--- config.mk ---
export PLATFORM = sky130hd
export DESIGN_NAME = oht_debug_shifter
export DESIGN_NICKNAME = d
export VERILOG_FILES = /design/src/rtl/oht_debug_shifter.sv
export SDC_FILE = /design/constraint.sdc
export NUM_CORES = 1
export LEC_CHECK = 0
export CAP_MARGIN = 20
export CORE_AREA = 5 5 103 105
export DETAILED_ROUTE_END_ITERATION = 8
export DIE_AREA = 0 0 108 110
export PLACE_DENSITY = 0.74
export SLEW_MARGIN = 20
export SYNTH_ARGS = -nofsm -noshare
export SYNTH_HDL_FRONTEND = slang
export SYNTH_SLANG_ARGS = --single-unit
--- constraint.sdc ---
create_clock -name clk -period 2.39 [get_ports clk]
set_clock_uncertainty 0.2 [all_clocks]
set_input_delay 0.478 -clock clk [delete_from_list [all_inputs] [get_ports clk]]
set_output_delay 0.478 -clock clk [all_outputs]
set_load 0.05 [all_outputs]
--- src/rtl/oht_debug_shifter.sv ---
`default_nettype none
// ============================================================================
//  Module      : oht_debug_shifter
//  Description : Debug-side serial driver for the OHT/SRAM mux debug pins.
//                Injects a 32-bit pattern (LSB first) onto one SRAM input
//                bit, or captures 32 bits from the selected OHT output, at a
//                programmable number of clocks per bit. One instance serves
//                the latch path, another serves the jitter path.
//  Revision    : 1.0  initial release
// ----------------------------------------------------------------------------
//  Ports
//    clk            in   1      system clock, rising edge
//    rst_n          in   1      asynchronous active-low reset
//    debug          in   1      debug enable; low forces the block idle
//    start          in   1      transfer request, accepted in IDLE only
//    mode           in   1      0 = capture, 1 = inject (latched at start)
//    pattern        in   32     inject pattern, LSB first (latched at start)
//    interval       in   DIV_W  clocks per bit minus one (latched at start)
//    oht_mux_in     in   1      serial data from the mux OHT output
//    sram_mux_out   out  1      serial data to the mux SRAM input
//    busy           out  1      transfer in progress
//    done           out  1      one-cycle pulse on normal completion
//    capture_word   out  32     captured bits, LSB = first bit sampled
//    capture_valid  out  1      capture_word holds a complete capture
//    ones_count     out  6      number of 1s captured (0..32)
// ============================================================================
module oht_debug_shifter #(
    parameter int DIV_W = 8
) (
    input  logic             clk,
    input  logic             rst_n,
    input  logic             debug,
    input  logic             start,
    input  logic             mode,
    input  logic [31:0]      pattern,
    input  logic [DIV_W-1:0] interval,
    input  logic             oht_mux_in,
    output logic             sram_mux_out,
    output logic             busy,
    output logic             done,
    output logic [31:0]      capture_word,
    output logic             capture_valid,
    output logic [5:0]       ones_count
);

    localparam logic [1:0] c_ST_IDLE = 2'd0;
    localparam logic [1:0] c_ST_RUN  = 2'd1;
    localparam logic [1:0] c_ST_DONE = 2'd2;

    localparam logic [4:0] c_LAST_BIT = 5'd31;

    logic [1:0]       r_state;
    logic             r_mode_q;
    logic [31:0]      r_pattern_q;
    logic [DIV_W-1:0] r_interval_q;
    logic [DIV_W-1:0] r_div_cnt;
    logic [4:0]       r_bit_cnt;
    logic             r_sram_out;
    logic [31:0]      r_capture_word;
    logic             r_capture_valid;
    logic [5:0]       r_ones_count;

    logic             w_tick;
    logic [4:0]       w_bit_nxt;

    assign w_tick    = (r_div_cnt == r_interval_q);
    assign w_bit_nxt = r_bit_cnt + 5'd1;

    always_ff @(posedge clk or negedge rst_n) begin
        if (!rst_n) begin
            r_state         <= c_ST_IDLE;
            r_mode_q        <= 1'b0;
            r_pattern_q     <= '0;
            r_interval_q    <= '0;
            r_div_cnt       <= '0;
            r_bit_cnt       <= '0;
            r_sram_out      <= 1'b0;
            r_capture_word  <= '0;
            r_capture_valid <= 1'b0;
            r_ones_count    <= '0;
        end else if (!debug) begin
            // Debug withdrawn: abandon any transfer. Capture results keep
            // whatever partial shift they hold; capture_valid was already
            // cleared when the capture started.
            r_state    <= c_ST_IDLE;
            r_div_cnt  <= '0;
            r_bit_cnt  <= '0;
            r_sram_out <= 1'b0;
        end else begin
            case (r_state)
                c_ST_IDLE: begin
                    if (start) begin
                        r_state      <= c_ST_RUN;
                        r_mode_q     <= mode;
                        r_pattern_q  <= pattern;
                        r_interval_q <= interval;
                        r_div_cnt    <= '0;
                        r_bit_cnt    <= '0;
                        // Pin output is registered, so bit 0 is loaded here
                        // to appear on the first RUN cycle.
                        r_sram_out   <= mode & pattern[0];
                        if (!mode) begin
                            r_capture_valid <= 1'b0;
                            r_ones_count    <= '0;
                        end
                    end
                end

                c_ST_RUN: begin
                    if (w_tick) begin
                        r_div_cnt <= '0;
                        r_bit_cnt <= w_bit_nxt;
                        if (!r_mode_q) begin
                            r_capture_word <= {oht_mux_in, r_capture_word[31:1]};
                            r_ones_count   <= r_ones_count + {5'd0, oht_mux_in};
                        end
                        if (r_bit_cnt == c_LAST_BIT) begin
                            r_state    <= c_ST_DONE;
                            r_sram_out <= 1'b0;
                            // Set on the final tick so capture_valid rises
                            // together with the done pulse.
                            if (!r_mode_q) begin
                                r_capture_valid <= 1'b1;
                            end
                        end else begin
                            r_sram_out <= r_mode_q & r_pattern_q[w_bit_nxt];
                        end
                    end else begin
                        r_div_cnt <= r_div_cnt + 1'b1;
                    end
                end

                c_ST_DONE: begin
                    r_state <= c_ST_IDLE;
                end

                default: begin
                    r_state    <= c_ST_IDLE;
                    r_sram_out <= 1'b0;
                end
            endcase
        end
    end

    assign sram_mux_out  = r_sram_out;
    assign busy          = (r_state == c_ST_RUN);
    assign done          = (r_state == c_ST_DONE);
    assign capture_word  = r_capture_word;
    assign capture_valid = r_capture_valid;
    assign ones_count    = r_ones_count;

endmodule
`default_nettype wire
==> summary.txt, run 1 <==
RUN STATUS
----------------------------------------------------------------------------------------
Run status                                                                     completed

ROUTING
----------------------------------------------------------------------------------------
Count of antenna-violating nets left after detailed routing                            0
Initial DRC Count                                                                    109
Via Count                                                                           2760
Number of search-and-repair iterations in the first detailed-routing pass              4
DRC Markers                                                                            0
Drt via density                                                                     5.00
Routed wire per std cell                                                         14.9 µm
Aggregate routed wire length                                                     8.25 mm

GLOBAL ROUTE
----------------------------------------------------------------------------------------
Initial antenna violation count                                                        0
Vias in the first global route                                                      2900
Total routing resource utilization after global routing                            14.7%
First-pass GRT wire length                                                       14.0 mm
Maximum number of pins on one net before global-route repair                          43
GRT overflow                                                                           0

CLOCK TREE
----------------------------------------------------------------------------------------
Clock transition at the registers of the reported paths                          0.09 ns
Insertion delay of the later-clocked pin in the worst-skew pair                  0.35 ns
Number of CTS-inserted buffers                                                         9
Master cell of the clock root buffer                                        sky130_fd_sc_hd__clkbuf_8
Number of sinks handled by clock tree synthesis                                       96
H-Tree Depth                                                                           3
Maximum number of buffers from clock root to sink                                      2
TritonCTS clock tree                                                                done

LAYOUT
----------------------------------------------------------------------------------------
Antenna cell count                                                                     0
Layout Area Growth over Synthesis                                                  32.7%
Fill count                                                                           788
Fraction of final layout cells with drive strength greater than 1                  26.0%
Net total in the final layout                                                        465

PLACEMENT
----------------------------------------------------------------------------------------
Routability Congestion                                                             0.809
Count of port buffers added during placement                                          87
Half-perimeter wire length after detailed placement                              6.14 mm

TIMING
----------------------------------------------------------------------------------------
Crit path time final                                                             2.31 ns
Fin crit share                                                                     96.5%
Setup TNS                                                                           0 ns
Total of endpoints with negative setup slack in the final report                       0
Actual slew at the worst max-slew pin                                           0.538 ns
Max-slew violation count                                                               0
Slew HR                                                                            64.0%
Endpoints failing hold                                                                 0
Unrepaired setup endpoints after global routing                                      yes
Hold_ws                                                                         0.313 ns
Max Clk Rate                                                                   0.434 GHz

SETUP PATH
----------------------------------------------------------------------------------------
Slowest cell on the critical path                                           sky130_fd_sc_hd__mux4_2
Worst setup path startpoint                                                 r_bit_cnt[1]$_DFFE_PN0P_
Crit Reg-Reg Endpoint                                                       sram_mux_out$_DFFE_PN0P_
Critical-path cell list                                                     ha_4, mux4_2, mux2_4, nor3b_2, nor4b_2, a32o_1
Buffers & Inverters on Critical Path                                                   0
Setup slack of the most critical reg-to-reg path                                 0.08 ns
Category of the worst setup path launch point                                   register
Critical path fanouts, max                                                             6
Worst setup path endpoint                                                   sram_mux_out$_DFFE_PN0P_
Class of the most critical setup path                                            reg2reg
CP Depth                                                                               6
Largest stage delay on the critical path                                         0.50 ns
Endpoint arrival time on the critical path                                       2.34 ns
Worst R2R Path Depth                                                                   6
Worst Path Required                                                              2.43 ns
Startpoint of the lowest-slack register-to-register path                    r_bit_cnt[1]$_DFFE_PN0P_
Element type at the critical path end                                           register
Largest delay contributor family on the critical path                       multiplexers

LOGIC SYNTHESIS
----------------------------------------------------------------------------------------
Most instantiated cells after synthesis                                     96 x sky130_fd_sc_hd__dfrtp_1, 53 x sky130_fd_sc_hd__mux2_2, 22 x sky130_fd_sc_hd__mux2_1, 19 x sky130_fd_sc_hd__nor2_1
Synthesized flop and latch total                                                      96
Netlist Area Pre-Place                                                       0.00428 mm²
Share of synthesized flip-flops with an asynchronous set or reset                   100%
Most instantiated library cell after synthesis                              sky130_fd_sc_hd__dfrtp_1
Post-synth net total                                                                 360
Number of enable flip-flop cells after synthesis                                       0
Mean instance size in the synthesized netlist                                   13.8 µm²
Leading area contributor after synthesis                                    sky130_fd_sc_hd__dfrtp_1
Unique masters post-synth                                                             40
Post-Synthesis Cells                                                                 309
Synthesis Warnings                                                                     0
Share of Yosys cell area claimed by the top area cell type                         56.2%
Cell types occupying the most area after synthesis                          sky130_fd_sc_hd__dfrtp_1 56%, sky130_fd_sc_hd__mux2_2 14%, sky130_fd_sc_hd__mux2_1 5.8%, sky130_fd_sc_hd__xor2_1 3.3%, sky130_fd_sc_hd__mux4_2 2.1%
Dominant synthesized flop cell                                              sky130_fd_sc_hd__dfrtp_1
Seq/Total Area, Yosys                                                              56.2%

PWR
----------------------------------------------------------------------------------------
Net switching power                                                             0.822 mW
Sequential fraction of design power                                                54.7%
Leak                                                                             2.50 nW
Gate power share                                                                   13.7%
Net switching share of the total power                                             24.3%
Maximum resistive drop on vdd                                                   0.456 mV
PnR Total Power                                                                  3.39 mW
Pwr/cell area                                                                 597 mW/mm²
Internal power component                                                         2.57 mW
Clk pwr share                                                                      31.6%

FLOORPLANNING
----------------------------------------------------------------------------------------
Area enclosed by the die boundary                                             0.0119 mm²
Placement Rows                                                                        36
Overall die width                                                                 108 µm
Initial core utilization                                                           44.8%
Count of pins on the block boundary                                                   88
Die Y-Extent                                                                      110 µm
Std-Cell Core Area                                                           0.00955 mm²

FLOW RUN
----------------------------------------------------------------------------------------
Max capacitance violation total                                                        0

HOLD PATH
----------------------------------------------------------------------------------------
Tightest Hold Check Type                                                         reg2reg
Beginning of the worst hold path                                            r_pattern_q[20]$_DFFE_PN0P_
Min-Delay Path Depth                                                                   1

-- registers in the layout (all words and copies together) (netlist names) --
register / count
r_bit_cnt: 5
capture_word: 32
capture_valid: 1
sram_mux_out: 1
r_interval_q: 8
r_div_cnt: 8
r_mode_q: 1
r_state: 2
ones_count: 6
r_pattern_q: 32
-- logic make-up after synthesis --
| logic type | after synthesis | synth area share (%) |
|---|---|---|
| mux | 88 | 25.1 |
| simple gates | 62 | 7.66 |
| buf+inv | 18 | 2.02 |
| fa+ha+maj | 5 | 1.46 |
| compound gates | 20 | 3.04 |
| flops | 96 | 56.2 |
| xor+xnor | 20 | 4.53 |
-- layout by cell type, fill, tap and decap left out, drive strengths merged, types with 2 or more instances in the layout --
master | Yosys | final
a31oi | 2 | 2
and2 | 2 | 2
and3 | 3 | 3
buf | 11 | 23
clkbuf | 3 | 10
clkdlybuf4s50 | 0 | 84
clkinv | 0 | 4
dfrtp | 96 | 96
ha | 5 | 5
inv | 4 | 4
mux2 | 75 | 75
mux2i | 6 | 6
mux4 | 7 | 7
nand2 | 16 | 16
nand2b | 2 | 2
nand3 | 3 | 3
nand4 | 5 | 5
nor2 | 19 | 19
nor2b | 5 | 5
nor3b | 2 | 2
nor4 | 2 | 2
o21ai | 9 | 9
xnor2 | 3 | 3
xor2 | 17 | 17
-- metrics by stage --
step	util (%)	instances	cell area (µm²)	setup WS (ns)
4_1_cts	59.3	551	5660	0.00581
3_3_place_gp	56.8	532	5430	-0.0692
5_1_grt	59.4	552	5670	-0.00417
6_report	59.4	552	5670	0.0843
2_1_floorplan	-	309	4280	0.0153
3_5_place_dp	56.8	532	5430	-0.149
-- worst reg2reg max path, cell delays in order (launching register included) --
cell and delay [ns]:
sky130_fd_sc_hd__dfrtp_1 0.42, sky130_fd_sc_hd__ha_4 0.33, sky130_fd_sc_hd__mux4_2 0.50, sky130_fd_sc_hd__mux2_4 0.28, sky130_fd_sc_hd__nor3b_2 0.18, sky130_fd_sc_hd__nor4b_2 0.07
sky130_fd_sc_hd__a32o_1 0.22
-- worst min path at each step --
stage / to / slack [ns]
floorplan: capture_valid$_DFFE_PN0P_ / -0.02
global placement: capture_word[12]$_DFFE_PN0P_ / 0.23
detailed placement: capture_word[12]$_DFFE_PN0P_ / 0.24
CTS: r_pattern_q[20]$_DFFE_PN0P_ / 0.32
global route: r_pattern_q[0]$_DFFE_PN0P_ / 0.33
finish: r_pattern_q[20]$_DFFE_PN0P_ / 0.31
-- metal layers --
| metal | global-route usage, % | wire length, µm | up-vias |
|---|---|---|---|
| met3 | 3.32 | 468 | 8 |
| met5 | 0 | 0 | - |
| met4 | 5.32 | 102 | 0 |
| met1 | 19.9 | 3890 | 1357 |
| met2 | 23.4 | 3780 | 79 |
| li1 | - | - | 1316 |
-- area by class of cell --
class                      instances  area (µm²)  share of cell area, %
clock inverter                     6        68.8                   1.21
sequential                        96        2400                   42.3
multi-input combinational        195        1810                   31.9
tap                              133         166                   2.93
clock buffer                      10         138                   2.43
timing repair buffer             108        1070                   18.9
inverter                           4        15.0                  0.265
-- power groups by stage --
| stage | Clock, mW | Combinational (mW) | Sequential (mW) |
|---|---|---|---|
| floorplan | 0 | 0.261 | 1.87 |
| global placement | 0 | 0.452 | 1.88 |
| detailed placement | 0 | 0.464 | 1.89 |
| CTS | 1.11 | 0.468 | 1.85 |
| global route | 1.17 | 0.511 | 1.87 |
| finish | 1.07 | 0.465 | 1.85 |
-- what timing repair did --
| item | 4_1_cts | 5_1_grt |
|---|---|---|
| pin swaps | 2 | 5 |
| endpoints found under the setup margin | 1 | 1 |
| gates resized for setup | 4 | 4 |
| hold endpoints to repair | 29 | 0 |
| hold buffers | 1 | 0 |
| setup buffers | 2 | 1 |
(Power assumes the default switching activity.)
==> run 2: changes to the inputs <==
Settings changed: CELL_PAD_IN_SITES_DETAIL_PLACEMENT from default to 1, CELL_PAD_IN_SITES_GLOBAL_PLACEMENT from default to 1, CORE_AREA 5 5 103 105 to 5 5 114 116, DIE_AREA 0 0 108 110 to 0 0 119 121, PLACE_DENSITY 0.74 to default, PLACE_DENSITY_LB_ADDON from default to 0.1.
==> summary.txt, run 2 (same netlist as run 1, synthesis figures left out) <==
RUN STATUS
----------------------------------------------------------------------------------------
Run status                                                                     completed

CLOCK TREE
----------------------------------------------------------------------------------------
Master cell of the clock root buffer                                        sky130_fd_sc_hd__clkbuf_16
TritonCTS clock tree                                                                done
Number of CTS-inserted buffers                                                         9
H-Tree Depth                                                                           3
Maximum number of buffers from clock root to sink                                      2
Clock transition at the registers of the reported paths                          0.06 ns
Insertion delay of the later-clocked pin in the worst-skew pair                  0.34 ns
Number of sinks handled by clock tree synthesis                                       96

PLACEMENT
----------------------------------------------------------------------------------------
Total placed cells including tap cells                                               548
Routability Congestion                                                             0.760
Count of port buffers added during placement                                          87
Post-place instance area                                                     0.00546 mm²
Half-perimeter wire length after detailed placement                              6.87 mm
Setup slack at placement                                                       -0.120 ns

SETUP PATH
----------------------------------------------------------------------------------------
Worst Path Required                                                              2.42 ns
Class of the most critical setup path                                            reg2reg
Slowest cell on the critical path                                           sky130_fd_sc_hd__mux4_2
Setup slack of the most critical reg-to-reg path                                 0.06 ns
Critical path fanouts, max                                                             6
Critical-path cell list                                                     ha_4, mux4_2, mux2_4, nor3b_2, nor4b_2, a32o_1
Worst setup path startpoint                                                 r_bit_cnt[1]$_DFFE_PN0P_
Endpoint arrival time on the critical path                                       2.35 ns
Startpoint of the lowest-slack register-to-register path                    r_bit_cnt[1]$_DFFE_PN0P_
Category of the worst setup path launch point                                   register
Largest stage delay on the critical path                                         0.50 ns
Element type at the critical path end                                           register

ROUTING
----------------------------------------------------------------------------------------
Aggregate routed wire length                                                     9.23 mm
Routed wire per std cell                                                         16.4 µm
Drt via density                                                                     4.91
DRC Markers                                                                            0
Initial DRC Count                                                                     76
Number of search-and-repair iterations in the first detailed-routing pass              3
Count of antenna-violating nets left after detailed routing                            0
Via Count                                                                           2771

PWR
----------------------------------------------------------------------------------------
Leak                                                                             2.55 nW
Pwr/cell area                                                                 671 mW/mm²
Maximum resistive drop on vdd                                                   0.321 mV
PnR Total Power                                                                  3.89 mW

TIMING
----------------------------------------------------------------------------------------
Setup TNS                                                                           0 ns
Endpoints failing hold                                                                 0
Crit path time final                                                             2.33 ns
Least setup slack across all paths after layout                                0.0645 ns
Hold_ws                                                                         0.297 ns
Unrepaired setup endpoints after global routing                                      yes
Slew HR                                                                            62.2%
Max Clk Rate                                                                   0.430 GHz
Actual slew at the worst max-slew pin                                           0.565 ns
Total of endpoints with negative setup slack in the final report                       0
Max-slew violation count                                                               0
Fin crit share                                                                     97.3%

FLOORPLANNING
----------------------------------------------------------------------------------------
Overall die width                                                                 119 µm
Die Y-Extent                                                                      121 µm
Count of pins on the block boundary                                                   88
Std-Cell Core Area                                                            0.0118 mm²
Placement Rows                                                                        40
Initial core utilization                                                           36.2%
Area enclosed by the die boundary                                             0.0144 mm²

LAYOUT
----------------------------------------------------------------------------------------
Area of all placed cells without fillers                                     0.00579 mm²
Fraction of final layout cells with drive strength greater than 1                  25.2%
Commonest cells after routing, fill and taps aside                          96 x sky130_fd_sc_hd__dfrtp_1, 84 x sky130_fd_sc_hd__clkdlybuf4s50_1, 52 x sky130_fd_sc_hd__mux2_2
Net total in the final layout                                                        464
Most common cell after layout, fill and taps aside                          sky130_fd_sc_hd__dfrtp_1
Layout Area Growth over Synthesis                                                  35.5%
Final Non-Filler Cells                                                               564
Antenna cell count                                                                     0
Final core utilization                                                             49.1%

GLOBAL ROUTE
----------------------------------------------------------------------------------------
Total routing resource utilization after global routing                            13.9%
Maximum number of pins on one net before global-route repair                          52
First-pass GRT wire length                                                       15.8 mm
GRT overflow                                                                           0
Vias in the first global route                                                      3102
Initial antenna violation count                                                        0

HOLD PATH
----------------------------------------------------------------------------------------
Tightest Hold Check Type                                                         reg2reg
Beginning of the worst hold path                                            capture_word[0]$_DFFE_PN0P_

FLOW RUN
----------------------------------------------------------------------------------------
Max capacitance violation total                                                        0

[run 2: final cells by class]
type,count,area (µm²)
Clock buffer,12,256
Inverter,4,15.0
Fill cell,1202,6020
Tap cell,147,184
Clock inverter,3,65.1
Multi-Input combinational cell,195,1810
Sequential cell,96,2400
Timing Repair Buffer,107,1070
[run 2: critical path: cells and delay by family, from the launching register on]
family	cells	cell delay, ns
flip-flops	1	0.42
adder cells (fa/ha/maj)	1	0.34
AND/OR/NAND/NOR	2	0.26
multiplexers	2	0.78
AO/OA/AOI/OAI	1	0.21
[run 2: power breakdown]
group | total [mW] | leakage [nW] | switching, mW | internal, mW
logic | 0.473 | 1.14 | 0.187 | 0.286
registers | 1.86 | 1.25 | 0.0910 | 1.77
clock network | 1.56 | 0.159 | 0.588 | 0.967
total | 3.89 | 2.55 | 0.867 | 3.02
[run 2: path summary, 6_finish.rpt]
check                                                to  cells past startpoint
max reg2reg                    sram_mux_out$_DFFE_PN0P_                      6
max                            sram_mux_out$_DFFE_PN0P_                      6
max in group asynchronous   r_interval_q[2]$_DFFE_PN0P_                      3
min reg2reg                 capture_word[0]$_DFFE_PN0P_                      1
min                         capture_word[0]$_DFFE_PN0P_                      1
min in group asynchronous  capture_word[14]$_DFFE_PN0P_                      2
[run 2: what timing repair did]
action                     in CTS  in global routing
gates resized for setup         2                  5
buffers inserted                0                  0
pin swaps                       0                  4
hold endpoints to repair       21                  0
setup endpoints to repair       1                  1
hold buffers                    1                  0
gates cloned                    0                  0
[run 2: per-layer routing]
metal	vias to the layer above	wire [µm]	GRT usage (%)
li1	1309	-	-
met1	1381	4260	17.7
met2	68	4300	21.7
met3	13	490	4.29
met4	0	182	6.23
met5	-	0	0
==> run 3: changes to the inputs <==
Settings changed: CELL_PAD_IN_SITES_GLOBAL_PLACEMENT 1 to 2, CORE_AREA 5 5 114 116 to 5 5 124 126, DIE_AREA 0 0 119 121 to 0 0 129 131.
==> summary.txt, run 3 (same netlist as run 1, synthesis figures left out) <==
TIMING
----------------------------------------------------------------------------------------
Actual slew at the worst max-slew pin                                           0.540 ns
Crit path time final                                                             2.33 ns
Endpoints failing hold                                                                 0
Max-slew violation count                                                               0
Setup TNS                                                                           0 ns
Least setup slack across all paths after layout                                0.0625 ns
Unrepaired setup endpoints after global routing                                      yes
Fin crit share                                                                     97.4%
Hold_ws                                                                         0.290 ns
Max Clk Rate                                                                   0.430 GHz
Slew HR                                                                            63.9%
Total of endpoints with negative setup slack in the final report                       0

FLOORPLANNING
----------------------------------------------------------------------------------------
Std-Cell Core Area                                                            0.0142 mm²
Count of pins on the block boundary                                                   88
Area enclosed by the die boundary                                             0.0169 mm²
Die Y-Extent                                                                      131 µm
Overall die width                                                                 129 µm
Placement Rows                                                                        44
Initial core utilization                                                           30.1%

PWR
----------------------------------------------------------------------------------------
Sequential fraction of design power                                                48.3%
Internal power component                                                         2.93 mW
Clk pwr share                                                                      38.9%
Net switching share of the total power                                             23.5%
Maximum resistive drop on vdd                                                   0.265 mV
Gate power share                                                                   12.8%
Pwr/cell area                                                                 649 mW/mm²
Net switching power                                                             0.903 mW
Leak                                                                             2.58 nW

CLOCK TREE
----------------------------------------------------------------------------------------
Clock transition at the registers of the reported paths                          0.07 ns
Master cell of the clock root buffer                                        sky130_fd_sc_hd__clkbuf_16
TritonCTS clock tree                                                                done
Number of CTS-inserted buffers                                                         9
Maximum number of buffers from clock root to sink                                      2
H-Tree Depth                                                                           3
Insertion delay of the later-clocked pin in the worst-skew pair                  0.35 ns
Number of sinks handled by clock tree synthesis                                       96

PLACEMENT
----------------------------------------------------------------------------------------
Routability Congestion                                                             0.745
Half-perimeter wire length after detailed placement                              7.23 mm
Total placed cells including tap cells                                               590
Setup slack at placement                                                       -0.132 ns
Count of port buffers added during placement                                          87

FLOW RUN
----------------------------------------------------------------------------------------
Max capacitance violation total                                                        0

LAYOUT
----------------------------------------------------------------------------------------
Fraction of final layout cells with drive strength greater than 1                  27.5%
Commonest cells after routing, fill and taps aside                          95 x sky130_fd_sc_hd__dfrtp_1, 83 x sky130_fd_sc_hd__clkdlybuf4s50_1, 52 x sky130_fd_sc_hd__mux2_2
Antenna cell count                                                                     0
Layout Area Growth over Synthesis                                                  38.2%
Net total in the final layout                                                        471
Final Non-Filler Cells                                                               609
Most common cell after layout, fill and taps aside                          sky130_fd_sc_hd__dfrtp_1
Fill count                                                                          1514

SETUP PATH
----------------------------------------------------------------------------------------
Element type at the critical path end                                           register
Class of the most critical setup path                                            reg2reg
Setup slack of the most critical reg-to-reg path                                 0.06 ns
Crit Reg-Reg Endpoint                                                       sram_mux_out$_DFFE_PN0P_
Category of the worst setup path launch point                                   register
Endpoint arrival time on the critical path                                       2.36 ns
Critical path fanouts, max                                                             5
Worst R2R Path Depth                                                                   6
Worst setup path endpoint                                                   sram_mux_out$_DFFE_PN0P_
Worst Path Required                                                              2.42 ns
Worst setup path startpoint                                                 r_bit_cnt[0]$_DFFE_PN0P_
Startpoint of the lowest-slack register-to-register path                    r_bit_cnt[0]$_DFFE_PN0P_

ROUTING
----------------------------------------------------------------------------------------
Top routing layer used                                                              met4
Number of search-and-repair iterations in the first detailed-routing pass              4
DRC Markers                                                                            0
Amount of wire on met2 after detailed routing                                    4.61 mm
Aggregate routed wire length                                                     10.1 mm
Wire length on met1                                                              4.72 mm
Initial DRC Count                                                                     86
Via Count                                                                           2847
Drt via density                                                                     4.67
Routed length on met3                                                             549 µm
Routed wire per std cell                                                         16.6 µm
Count of antenna-violating nets left after detailed routing                            0

GLOBAL ROUTE
----------------------------------------------------------------------------------------
Initial antenna violation count                                                        0
First-pass GRT wire length                                                       16.5 mm
Vias in the first global route                                                      3111
Total routing resource utilization after global routing                            12.7%
Maximum number of pins on one net before global-route repair                          43
GRT overflow                                                                           0

HOLD PATH
----------------------------------------------------------------------------------------
Tightest Hold Check Type                                                         reg2reg

RUN STATUS
----------------------------------------------------------------------------------------
Run status                                                                     completed

## run 3: worst min path at each step
stage                                           start                          end  slack, ns  cells after the start
after detailed placement  capture_word[0]$_DFFE_PN0P_  capture_word[0]$_DFFE_PN0P_       0.28                      1
after floorplan                                 rst_n    capture_valid$_DFFE_PN0P_      -0.02                      0
after CTS                 capture_word[0]$_DFFE_PN0P_  capture_word[0]$_DFFE_PN0P_       0.29                      1
final                     capture_word[0]$_DFFE_PN0P_  capture_word[0]$_DFFE_PN0P_       0.29                      1
after global placement    capture_word[0]$_DFFE_PN0P_  capture_word[0]$_DFFE_PN0P_       0.27                      1
after global routing      capture_word[0]$_DFFE_PN0P_  capture_word[0]$_DFFE_PN0P_       0.32                      1
## run 3: area by class of cell
class | count | area, µm² | area share (%)
Clock buffer | 12 | 256 | 4.34
Clock inverter | 4 | 51.3 | 0.868
Inverter | 4 | 15.0 | 0.254
Multi-Input combinational cell | 195 | 1820 | 30.8
Sequential cell | 96 | 2400 | 40.7
Tap cell | 184 | 230 | 3.90
Timing Repair Buffer | 114 | 1130 | 19.2
## run 3: worst max-delay path, stage by stage (launching register included)
cell and delay (ns):
sky130_fd_sc_hd__dfrtp_1 0.41, sky130_fd_sc_hd__ha_4 0.33, sky130_fd_sc_hd__mux4_2 0.51, sky130_fd_sc_hd__mux2_4 0.28
sky130_fd_sc_hd__nor3b_2 0.20, sky130_fd_sc_hd__nor4b_2 0.07, sky130_fd_sc_hd__a32o_1 0.22
## run 3: through the flow
stage | instance area (µm²) | util [%] | total power, mW
global placement | 5540 | 39.0 | 2.36
finish | 5910 | 41.6 | 3.83
CTS | 5870 | 41.3 | 3.90
floorplan | 4280 | - | 2.14
detailed placement | 5540 | 39.0 | 2.38
global route | 5910 | 41.6 | 4.03
## run 3: power by group through the flow
stage | clock (mW) | combinational [mW] | sequential (mW)
after floorplan | 0 | 0.261 | 1.87
after global placement | 0 | 0.484 | 1.88
after detailed placement | 0 | 0.496 | 1.88
after CTS | 1.55 | 0.501 | 1.85
after global routing | 1.62 | 0.546 | 1.87
final | 1.49 | 0.492 | 1.85
## run 3: per-layer routing
metal / track usage (%) / vias up
met5: 0 / -
met2: 19.9 / 75
li1: - / 1326
met1: 16.6 / 1434
met3: 2.97 / 12
met4: 6.18 / 0
## run 3: timing repair
item                                    4_1_cts  5_1_grt
setup buffers                                 0        1
resized for setup                             3        8
endpoints found under the hold margin        31        0
cloned                                        0        1
pin swaps                                     1        6
endpoints found under the setup margin        1        4
hold buffers                                  1        0
